--- src/rtl/dmi_req_sequencer.sv ---
// DMI request sequencer: turns one DMI request into one debug-module register
// access, bounded by a timeout, and returns the DMI response.
module dmi_req_sequencer #(
    parameter int unsigned ADDR_WIDTH = 7,
    parameter int unsigned DATA_WIDTH = 32,
    parameter int unsigned TIMEOUT    = 255
) (
    input  logic                             clk,
    input  logic                             rst_n,
    input  logic                             dmi_req_vld,
    input  logic [ADDR_WIDTH+DATA_WIDTH+1:0] dmi_req_pld,
    output logic                             dmi_req_rdy,
    output logic                             reg_req_vld,
    output logic                             reg_req_wr,
    output logic [ADDR_WIDTH-1:0]            reg_req_addr,
    output logic [DATA_WIDTH-1:0]            reg_req_wdata,
    input  logic                             reg_req_rdy,
    input  logic                             reg_rsp_vld,
    input  logic [DATA_WIDTH-1:0]            reg_rsp_rdata,
    input  logic                             reg_rsp_err,
    output logic                             reg_abort,
    output logic                             dmi_rsp_vld,
    output logic [DATA_WIDTH+1:0]            dmi_rsp_pld,
    input  logic                             dmi_rsp_rdy
);

    localparam int unsigned REQ_W = ADDR_WIDTH + DATA_WIDTH + 2;
    localparam int unsigned CNT_W = $clog2(TIMEOUT + 1);

    localparam logic [1:0] OP_NOP   = 2'd0;
    localparam logic [1:0] OP_READ  = 2'd1;
    localparam logic [1:0] OP_WRITE = 2'd2;

    localparam logic [1:0] RESP_OK   = 2'd0;
    localparam logic [1:0] RESP_FAIL = 2'd2;

    typedef enum logic [1:0] {
        ST_IDLE = 2'd0,
        ST_REQ  = 2'd1,
        ST_WAIT = 2'd2,
        ST_RSP  = 2'd3
    } state_t;

    state_t                state_q, state_d;
    logic [CNT_W-1:0]      cnt_q, cnt_d;
    logic [ADDR_WIDTH-1:0] addr_q, addr_d;
    logic [DATA_WIDTH-1:0] data_q, data_d;
    logic [1:0]            op_q, op_d;
    logic [DATA_WIDTH-1:0] rsp_data_q, rsp_data_d;
    logic [1:0]            rsp_resp_q, rsp_resp_d;
    logic                  abort_q, abort_d;

    logic                  cnt_at_max;
    logic [CNT_W-1:0]      cnt_inc;

    // Budget is shared by REQ and WAIT; the counter saturates once spent so a
    // late REQ completion leaves no slack for WAIT.
    assign cnt_at_max = (cnt_q == CNT_W'(TIMEOUT));
    assign cnt_inc    = cnt_at_max ? cnt_q : cnt_q + CNT_W'(1);

    // State register
    always_ff @(posedge clk) begin
        if (!rst_n) begin
            state_q    <= ST_IDLE;
            cnt_q      <= '0;
            addr_q     <= '0;
            data_q     <= '0;
            op_q       <= '0;
            rsp_data_q <= '0;
            rsp_resp_q <= '0;
            abort_q    <= 1'b0;
        end else begin
            state_q    <= state_d;
            cnt_q      <= cnt_d;
            addr_q     <= addr_d;
            data_q     <= data_d;
            op_q       <= op_d;
            rsp_data_q <= rsp_data_d;
            rsp_resp_q <= rsp_resp_d;
            abort_q    <= abort_d;
        end
    end

    // Next-state logic
    always_comb begin
        state_d    = state_q;
        cnt_d      = cnt_q;
        addr_d     = addr_q;
        data_d     = data_q;
        op_d       = op_q;
        rsp_data_d = rsp_data_q;
        rsp_resp_d = rsp_resp_q;
        abort_d    = 1'b0;
        case (state_q)
            ST_IDLE: begin
                if (dmi_req_vld) begin
                    addr_d     = dmi_req_pld[REQ_W-1 -: ADDR_WIDTH];
                    data_d     = dmi_req_pld[DATA_WIDTH+1:2];
                    op_d       = dmi_req_pld[1:0];
                    cnt_d      = '0;
                    rsp_data_d = '0;
                    case (dmi_req_pld[1:0])
                        OP_NOP: begin
                            state_d    = ST_RSP;
                            rsp_resp_d = RESP_OK;
                        end
                        OP_READ, OP_WRITE: begin
                            state_d = ST_REQ;
                        end
                        default: begin
                            state_d    = ST_RSP;
                            rsp_resp_d = RESP_FAIL;
                        end
                    endcase
                end
            end
            ST_REQ: begin
                if (reg_req_rdy) begin
                    state_d = ST_WAIT;
                    cnt_d   = cnt_inc;
                end else if (cnt_at_max) begin
                    state_d    = ST_RSP;
                    rsp_data_d = '0;
                    rsp_resp_d = RESP_FAIL;
                    abort_d    = 1'b1;
                end else begin
                    cnt_d = cnt_inc;
                end
            end
            ST_WAIT: begin
                if (reg_rsp_vld) begin
                    state_d    = ST_RSP;
                    rsp_data_d = (op_q == OP_READ) ? reg_rsp_rdata : '0;
                    rsp_resp_d = reg_rsp_err ? RESP_FAIL : RESP_OK;
                end else if (cnt_at_max) begin
                    state_d    = ST_RSP;
                    rsp_data_d = '0;
                    rsp_resp_d = RESP_FAIL;
                    abort_d    = 1'b1;
                end else begin
                    cnt_d = cnt_inc;
                end
            end
            ST_RSP: begin
                if (dmi_rsp_rdy) begin
                    state_d = ST_IDLE;
                end
            end
            default: begin
                state_d = ST_IDLE;
            end
        endcase
    end

    // Output decode from registered state and latched fields
    always_comb begin
        dmi_req_rdy   = 1'b0;
        reg_req_vld   = 1'b0;
        dmi_rsp_vld   = 1'b0;
        reg_req_wr    = (op_q == OP_WRITE);
        reg_req_addr  = addr_q;
        reg_req_wdata = data_q;
        reg_abort     = abort_q;
        dmi_rsp_pld   = {rsp_data_q, rsp_resp_q};
        case (state_q)
            ST_IDLE: dmi_req_rdy = 1'b1;
            ST_REQ:  reg_req_vld = 1'b1;
            ST_RSP:  dmi_rsp_vld = 1'b1;
            default: ;
        endcase
    end

endmodule

--- config.mk ---
export PLATFORM = sky130hd
export DESIGN_NAME = dmi_req_sequencer
export DESIGN_NICKNAME = d
export VERILOG_FILES = /design/src/rtl/dmi_req_sequencer.sv
export SDC_FILE = /design/constraint.sdc
export NUM_CORES = 1
export LEC_CHECK = 0
export ABC_AREA = 1
export CAP_MARGIN = 40
export CORE_MARGIN = 8
export CORE_UTILIZATION = 55
export DETAILED_ROUTE_END_ITERATION = 6
export DONT_BUFFER_PORTS = 1
export GPL_TIMING_DRIVEN = 0
export PLACE_DENSITY_LB_ADDON = 0.25
export SLEW_MARGIN = 40
export SYNTH_ARGS = -nofsm -noshare
export SYNTH_HDL_FRONTEND = slang
export SYNTH_SLANG_ARGS = --single-unit
--- constraint.sdc ---
create_clock -name clk -period 1.8 [get_ports clk]
set_input_delay 0.36 -clock clk [delete_from_list [all_inputs] [get_ports clk]]
set_output_delay 0.36 -clock clk [all_outputs]
set_load 0.01 [all_outputs]
==> impl_results.md, run 1 <==
- Vias per cell: 5.42
- Area delta synth->final: 9.13%
- RSZ-0062 raised after global routing: no
- Critical Path End Type: flop
- Clk Latency, worst-skew pair: 0.34 ns
- Yosys reg bits: 86
- Number of diodes: 0
- Total Die Area: just over 9000 um^2
- Sequential fraction of the synthesis area: between 40% and 50%
- Synth cell count leaders: nor2_1, dfxtp_1, nand2_1, o21ai_0, nand3_1
- Core area: 6280 um^2
- Post-CTS Hold Buffers: 0
- Vias: 3,020
- Fmax: 0.613 GHz
- Die height: 96.2 um
- EDFF count, synth: 0
- Clock sink total: 86
- Total CTS buffers: 9
- Top cell type's share of synthesized area: between 40% and 50%
- Asr flop ratio synth: 0%
- Root Buffer: clkbuf_8
- First-pass GRT wire length: 14.1 mm
- Global route total overflow: 0
- Final min period: around 1.6 ns
- DRC errors left: 0
- Register area: 1720 um^2
- Dominant synthesized flop cell: dfxtp_1
- Global Route Usage Sum: between 10% and 20%
- DRT iter0 DRCs: approximately 110
- Distinct cells, synth: 27
- Peak VDD IR: 1.11 mV
- Pwr dens: between 1500 and 2000 nW/um^2
- Worst EP arrival: ~1.9 ns
- Hold crit path type: input pin to flop
- Final #Nets: 563
- Net Count, Synth: roughly 550
- Cell row count: 29
- Gpl congestion: 0.813
- Largest net degree at the start of global routing: 14
- Most frequent cell after synthesis: nor2_1
- Final Routed Wirelength: just over 9 mm
- Max transition margin: 69.0%
- Worst Reg-to-Reg Cells: 10
- Dpl ws: about 0.043 ns
- H-tree depth: 3
- Layout cells sized above 1: 10.0%
- Max Cap Viol: 0
- Initial cell density of the core: a little under three fifths
- Final-report hold violation count: 0
- Tcrit/Tclk final: between 90% and 100%
- Hold path depth: 2
- RR Endpoint: rsp_data_q[7]
- Wire length per cell: 16.3 um
- Multi-input combinational cell area: between 1500 and 2000 um^2
- Setup slack on the worst flop-to-flop path: 0.17 ns
- Antenna violations before repair: 0
- Horiz. Die Dim: 96.2 um
- Slack of the critical path: roughly 0.17 ns
- DPL Wire Length: about 7 mm
- Setup CP Type: flop to flop
- Fill cells: 580
- Yosys top cell by area: dfxtp_1
- Data required time at the worst endpoint: about 2.1 ns
- Worst r2r src: state_q[1]
- Antenna viol nets, final: 0
- Io pins: ~160
- HP Start: reg_rsp_rdata[8]
- P_leak: around 1.6 nW
- CTS max path bufs: 2
- CP Launch Type: flop
- Post-Syn Area per Cell: 7.59 um^2
- # port buffers: 0
- Clk pin slew, worst setup/hold paths: roughly 0.080 ns
- Clock skew: approximately 0.0064 ns
- Final setup TNS: 0 ns
- Top post-synthesis cells by area: dfxtp_1, nor2_1, nand2_1
- Outcome: finished, final reports clean
- Slew Limit Fails: 0
- DRT Pass-1 Iters: 4
- TritonCTS clock tree: done
- Setup Viol. Count Final: 0
- CP Max Fanout: 10
- Slew of the pin with the lowest slew margin: 0.466 ns
- Hold EP: rsp_data_q[8]
- Warnings, synthesis: 0
- Post-Synthesis Cells: 466
- Vias in the first global route: approximately 3,000
- Mapped Area: 3540 um^2
[cells by family (layout without fill, tap and decap cells)]
group	Yosys count	count (layout)	share of synthesized area [%]
AOI/OAI and AO/OA	77	77	11.2
and+or+nand+nor	241	241	30.5
buffers and inverters	56	70	7.50
adders and majority gates	6	6	2.12
DFF	86	86	48.7
[layout make-up]
type                            instances  area share (%)
Sequential cell                        86            44.6
Multi-Input combinational cell        324            40.6
Buffer                                 27            4.22
Clock buffer                           10            3.31
Inverter                               29            2.82
Tap cell                               77            2.50
Clock inverter                          4            1.91
[what timing repair did]
item,4_1_cts,5_1_grt
hold endpoints to repair,0,0
setup buffers,0,0
endpoints found under the setup margin,0,77
resized for setup,0,11
[registers in the layout (all words and copies together) (netlist names)]
signal,count
rsp_resp_q,2
op_q,2
rsp_data_q,32
state_q,2
cnt_q,8
reg_abort,1
reg_req_addr,7
reg_req_wdata,32
[metrics by stage]
stage / utilization (%) / cells / hold slack, ns / total power [mW] / cell area (um^2)
3_3_place_gp: 57.9 / 543 / 0.465 / 4.38 / 3630
5_1_grt: 61.5 / 557 / 0.142 / 6.26 / 3860
4_1_cts: 61.1 / 557 / 0.137 / 5.83 / 3830
6_report: 61.5 / 557 / 0.153 / 5.84 / 3860
3_5_place_dp: 57.9 / 543 / 0.493 / 4.43 / 3630
2_1_floorplan: - / 466 / 0.449 / 4.00 / 3540
[worst max-delay path by stage]
stage | start | endpoint | cells after the start
after floorplan | state_q[0] | rsp_data_q[0] | 10
after global placement | state_q[0] | rsp_data_q[10] | 10
after detailed placement | state_q[0] | rsp_data_q[7] | 10
after CTS | state_q[0] | rsp_data_q[7] | 10
after global routing | state_q[1] | cnt_q[4] | 9
final | state_q[1] | rsp_data_q[7] | 10
[power by group]
part	internal, mW	switching, mW
Combinational	0.653	1.24
Sequential	2.20	0.332
Clock	0.768	0.645
[critical path, cell delays in order, from the launching register on]
cell and delay, ns:
dfxtp_1 0.37, inv_1 0.11, ha_2 0.24, nand2_1 0.08
inv_1 0.09, nor2_8 0.19, nand2_2 0.08, nor2_4 0.11
buf_6 0.15, nand3_1 0.07, nand2_1 0.08
[layer usage]
layer | GRT usage [%] | vias to the layer above | part of all wire, %
met5 | 0 | - | 0
met4 | 7.30 | 0 | 1.3
met3 | 10.9 | 12 | 17
met2 | 30.8 | 147 | 45
met1 | 21.0 | 1323 | 38
li1 | - | 1538 | -
[placed cells by master (no fill, tap or decap)]
cell       count
nor2_4         4
nor3_1         3
ha_2           2
nor2_1        91
buf_6          5
o21a_1         1
buf_1          3
dfxtp_2        1
nand2_2        4
clkinv_2       1
nand2_4        2
nor2_8         1
o21ai_1        1
inv_2          2
dfxtp_1       85
ha_4           1
clkinv_4       1
nand3_1       46
nand2_1       75
a21oi_1       24
nand4_1       13
a21boi_0       1
nand3_2        1
a211oi_1       1
clkbuf_1       9
nor2_2         1
clkinv_1       1
buf_4          3
clkbuf_2       1
bufinv_16      2
ha_1           3
inv_1         26
buf_2          6
clkbuf_8       9
a31oi_1        2
clkbuf_4       1
o21ai_0       47
Note: power is estimated with default switching activity, not from simulation.
==> run 2, diff against run 1 <==
--- a/config.mk
+++ b/config.mk
@@ -17,3 +17,4 @@
 export SYNTH_ARGS = -nofsm -noshare
 export SYNTH_HDL_FRONTEND = slang
 export SYNTH_SLANG_ARGS = --single-unit
+export TNS_END_PERCENT = 50
==> results of run 2 <==
The final DEF is identical to that of run 1; final timing and power are the same.
==> run 3, diff against run 2 <==
--- a/config.mk
+++ b/config.mk
@@ -7,10 +7,10 @@
 export LEC_CHECK = 0
 export ABC_AREA = 1
 export CAP_MARGIN = 40
-export CORE_MARGIN = 8
-export CORE_UTILIZATION = 55
+export CORE_ASPECT_RATIO = 0.9
+export CORE_MARGIN = 5
+export CORE_UTILIZATION = 42
 export DETAILED_ROUTE_END_ITERATION = 6
-export DONT_BUFFER_PORTS = 1
 export GPL_TIMING_DRIVEN = 0
 export PLACE_DENSITY_LB_ADDON = 0.25
 export SLEW_MARGIN = 40
==> impl_results.md, run 3 (synthesis results as in run 1) <==
- Pwr dens: 1170 nW/um^2 (was 1510 nW/um^2)
- Hold crit path type: flop to flop (was input pin to flop)
- Data required time at the worst endpoint: 1.44 ns (was 2.08 ns)
- Clock skew: 0.00866 ns (was 0.00639 ns)
- Core Util, Final: 66.8% (was 61.5%)
- Tcrit/Tclk final: 93.6% (was 90.6%)
- Critical Path End Type: primary output (was flop)
- CP Max Fanout: 6 (was 10)
- Antenna violations before repair: 0 (unchanged)
- Fmax: 0.594 GHz (was 0.613 GHz)
- Outcome: finished, final reports clean (unchanged)
- Core area: 8150 um^2 (was 6280 um^2)
- Io pins: 158 (unchanged)
- DRT iter0 DRCs: 141 (was 105)
- First-pass GRT wire length: 16.7 mm (was 14.1 mm)
- Clk Latency, worst-skew pair: 0.35 ns (was 0.34 ns)
- Root Buffer: clkbuf_8 (unchanged)
- Fill cells: 706 (was 580)
- Total CTS buffers: 9 (unchanged)
- Area delta synth->final: 54.0% (was 9.13%)
- DRC errors left: 0 (unchanged)
- Most frequent cells in the layout: clkdlybuf4s50_1, nor2_1, dfxtp_1, nand2_1, o21ai_0 (was nor2_1, dfxtp_1, nand2_1, o21ai_0, nand3_1)
- Most common cell after layout, fill and taps aside: clkdlybuf4s50_1 (was nor2_1)
- Horiz. Die Dim: 107 um (was 96.2 um)
- DPL Wire Length: 7.95 mm (was 6.99 mm)
- P_leak: 2.23 nW (was 1.63 nW)
- Crit path largest cell delay: 0.39 ns (was 0.37 ns)
- Total Die Area: 10,400 um^2 (was 9250 um^2)
- Die height: 97.0 um (was 96.2 um)
- Worst EP arrival: 1.32 ns (was 1.91 ns)
- Final Routed Wirelength: 10.4 mm (was 9.08 mm)
- Final hold slack: 0.438 ns (was 0.153 ns)
- Global route total overflow: 0 (unchanged)
- CP max-delay cell: dfxtp_2 (was dfxtp_1)
- Crit-path cells: inv_1 -> ha_4 -> dlygate4sd2_1 (was inv_1 -> ha_2 -> nand2_1 -> inv_1 -> nor2_8 -> nand2_2 -> nor2_4 -> buf_6 -> nand3_1 -> nand2_1)
- DRT Pass-1 Iters: 4 (unchanged)
- TritonCTS clock tree: done (unchanged)
- Slew Limit Fails: 0 (unchanged)
- Post-CTS Hold Buffers: 0 (unchanged)
- Global Route Usage Sum: 19.7% (was 19.3%)
- # port buffers: 157 (was 0)
- Antenna viol nets, final: 0 (unchanged)
- Number of diodes: 0 (unchanged)
- Initial cell density of the core: 43.4% (was 56.3%)
- Largest net degree at the start of global routing: 16 (was 14)
- Setup CP Type: flop to primary output (was flop to flop)
- Final min period: 1.68 ns (was 1.63 ns)
- Max Cap Viol: 0 (unchanged)
- Layout cells sized above 1: 8.14% (was 10.0%)
- Wire length per cell: 14.1 um (was 16.3 um)
- Vias in the first global route: 3,536 (was 2,967)
- Peak VDD IR: 0.782 mV (was 1.11 mV)
- Vias: 3,610 (was 3,020)
- Slew of the pin with the lowest slew margin: 0.498 ns (was 0.466 ns)
- Setup Viol. Count Final: 0 (unchanged)
- Hold path depth: 2 (unchanged)
- Gpl congestion: 0.917 (was 0.813)
- Final #Nets: 720 (was 563)
- H-tree depth: 3 (unchanged)
- Vias per cell: 4.89 (was 5.42)
- RSZ-0062 raised after global routing: yes (was no)
- Clk pin slew, worst setup/hold paths: 0.09 ns (was 0.08 ns)
- CTS max path bufs: 2 (unchanged)
- Post-placement cell area: 5230 um^2 (was 3630 um^2)
- Cell row count: 31 (was 29)
- Final-report hold violation count: 0 (unchanged)
- Max transition margin: 66.8% (was 69.0%)
- Worst Reg-to-Reg Cells: 7 (was 10)
- Clock sink total: 86 (unchanged)
- CP Launch Type: flop (unchanged)
- Post-route cell area: 5440 um^2 (was 3860 um^2)
run 3: cell types whose count changed in the layout (fill, tap and decap cells not counted), sizes merged:
| cell | delta |
|---|---|
| dlygate4sd2 | +2 |
| bufinv | -2 |
| dlymetal6s2s | +2 |
| inv | +2 |
| clkinvlp | +2 |
| clkdlybuf4s50 | +153 |
run 3: worst max-delay path: cells and delay by family, from the launching register on:
| family | cells | cell delay (ns) |
|---|---|---|
| flops | 1 | 0.39 |
| buf+inv | 2 | 0.39 |
| fa+ha+maj | 1 | 0.20 |
run 3: path summary, 6_finish.rpt:
path	from	to	slack (ns)
max	state_q[0]	dmi_req_rdy	0.12
min	rsp_resp_q[0]	rsp_resp_q[0]	0.44
max reg2reg	state_q[0]	cnt_q[4]	0.13
min reg2reg	rsp_resp_q[0]	rsp_resp_q[0]	0.44
run 3: power by group:
| group | switching, mW | internal, mW |
|---|---|---|
| sequential | 0.170 | 2.20 |
| combinational | 1.53 | 1.23 |
| clock | 0.717 | 0.512 |
| total | 2.41 | 3.94 |
run 3: timing repair:
action | 4_1_cts | 5_1_grt
setup endpoints to repair | 3 | 22
endpoints found under the hold margin | 0 | 0
setup buffers | 0 | 0
cloned | 0 | 0
gates resized for setup | 8 | 9
run 3: area by class of cell:
| cell class | count | area (um^2) | share of cell area [%] |
|---|---|---|---|
| Tap cell | 99 | 124 | 2.28 |
| Clock inverter | 6 | 46.3 | 0.850 |
| Clock buffer | 10 | 128 | 2.34 |
| Buffer | 27 | 163 | 2.99 |
| Timing Repair Buffer | 157 | 1570 | 28.9 |
| Inverter | 29 | 109 | 2.00 |
| Multi-Input combinational cell | 324 | 1580 | 29.0 |
| Sequential cell | 86 | 1720 | 31.7 |
run 3: metal layers:
metal	wire length (um)	GRT usage [%]	vias up
li1	-	-	1854
met1	4360	23.0	1606
met2	4780	32.7	141
met3	1160	8.39	9
met4	94	5.90	0
met5	0	0	-
run 3: stage by stage:
stage	setup slack, ns	instances	power [mW]	setup TNS, ns
detailed placement	-0.0589	722	5.11	-0.461
global placement	-0.0219	722	5.06	-0.0337
floorplan	0.284	466	4.00	0
global route	-0.00901	738	6.82	-0.0125
CTS	-0.0540	738	6.40	-0.0540
finish	0.116	738	6.35	0
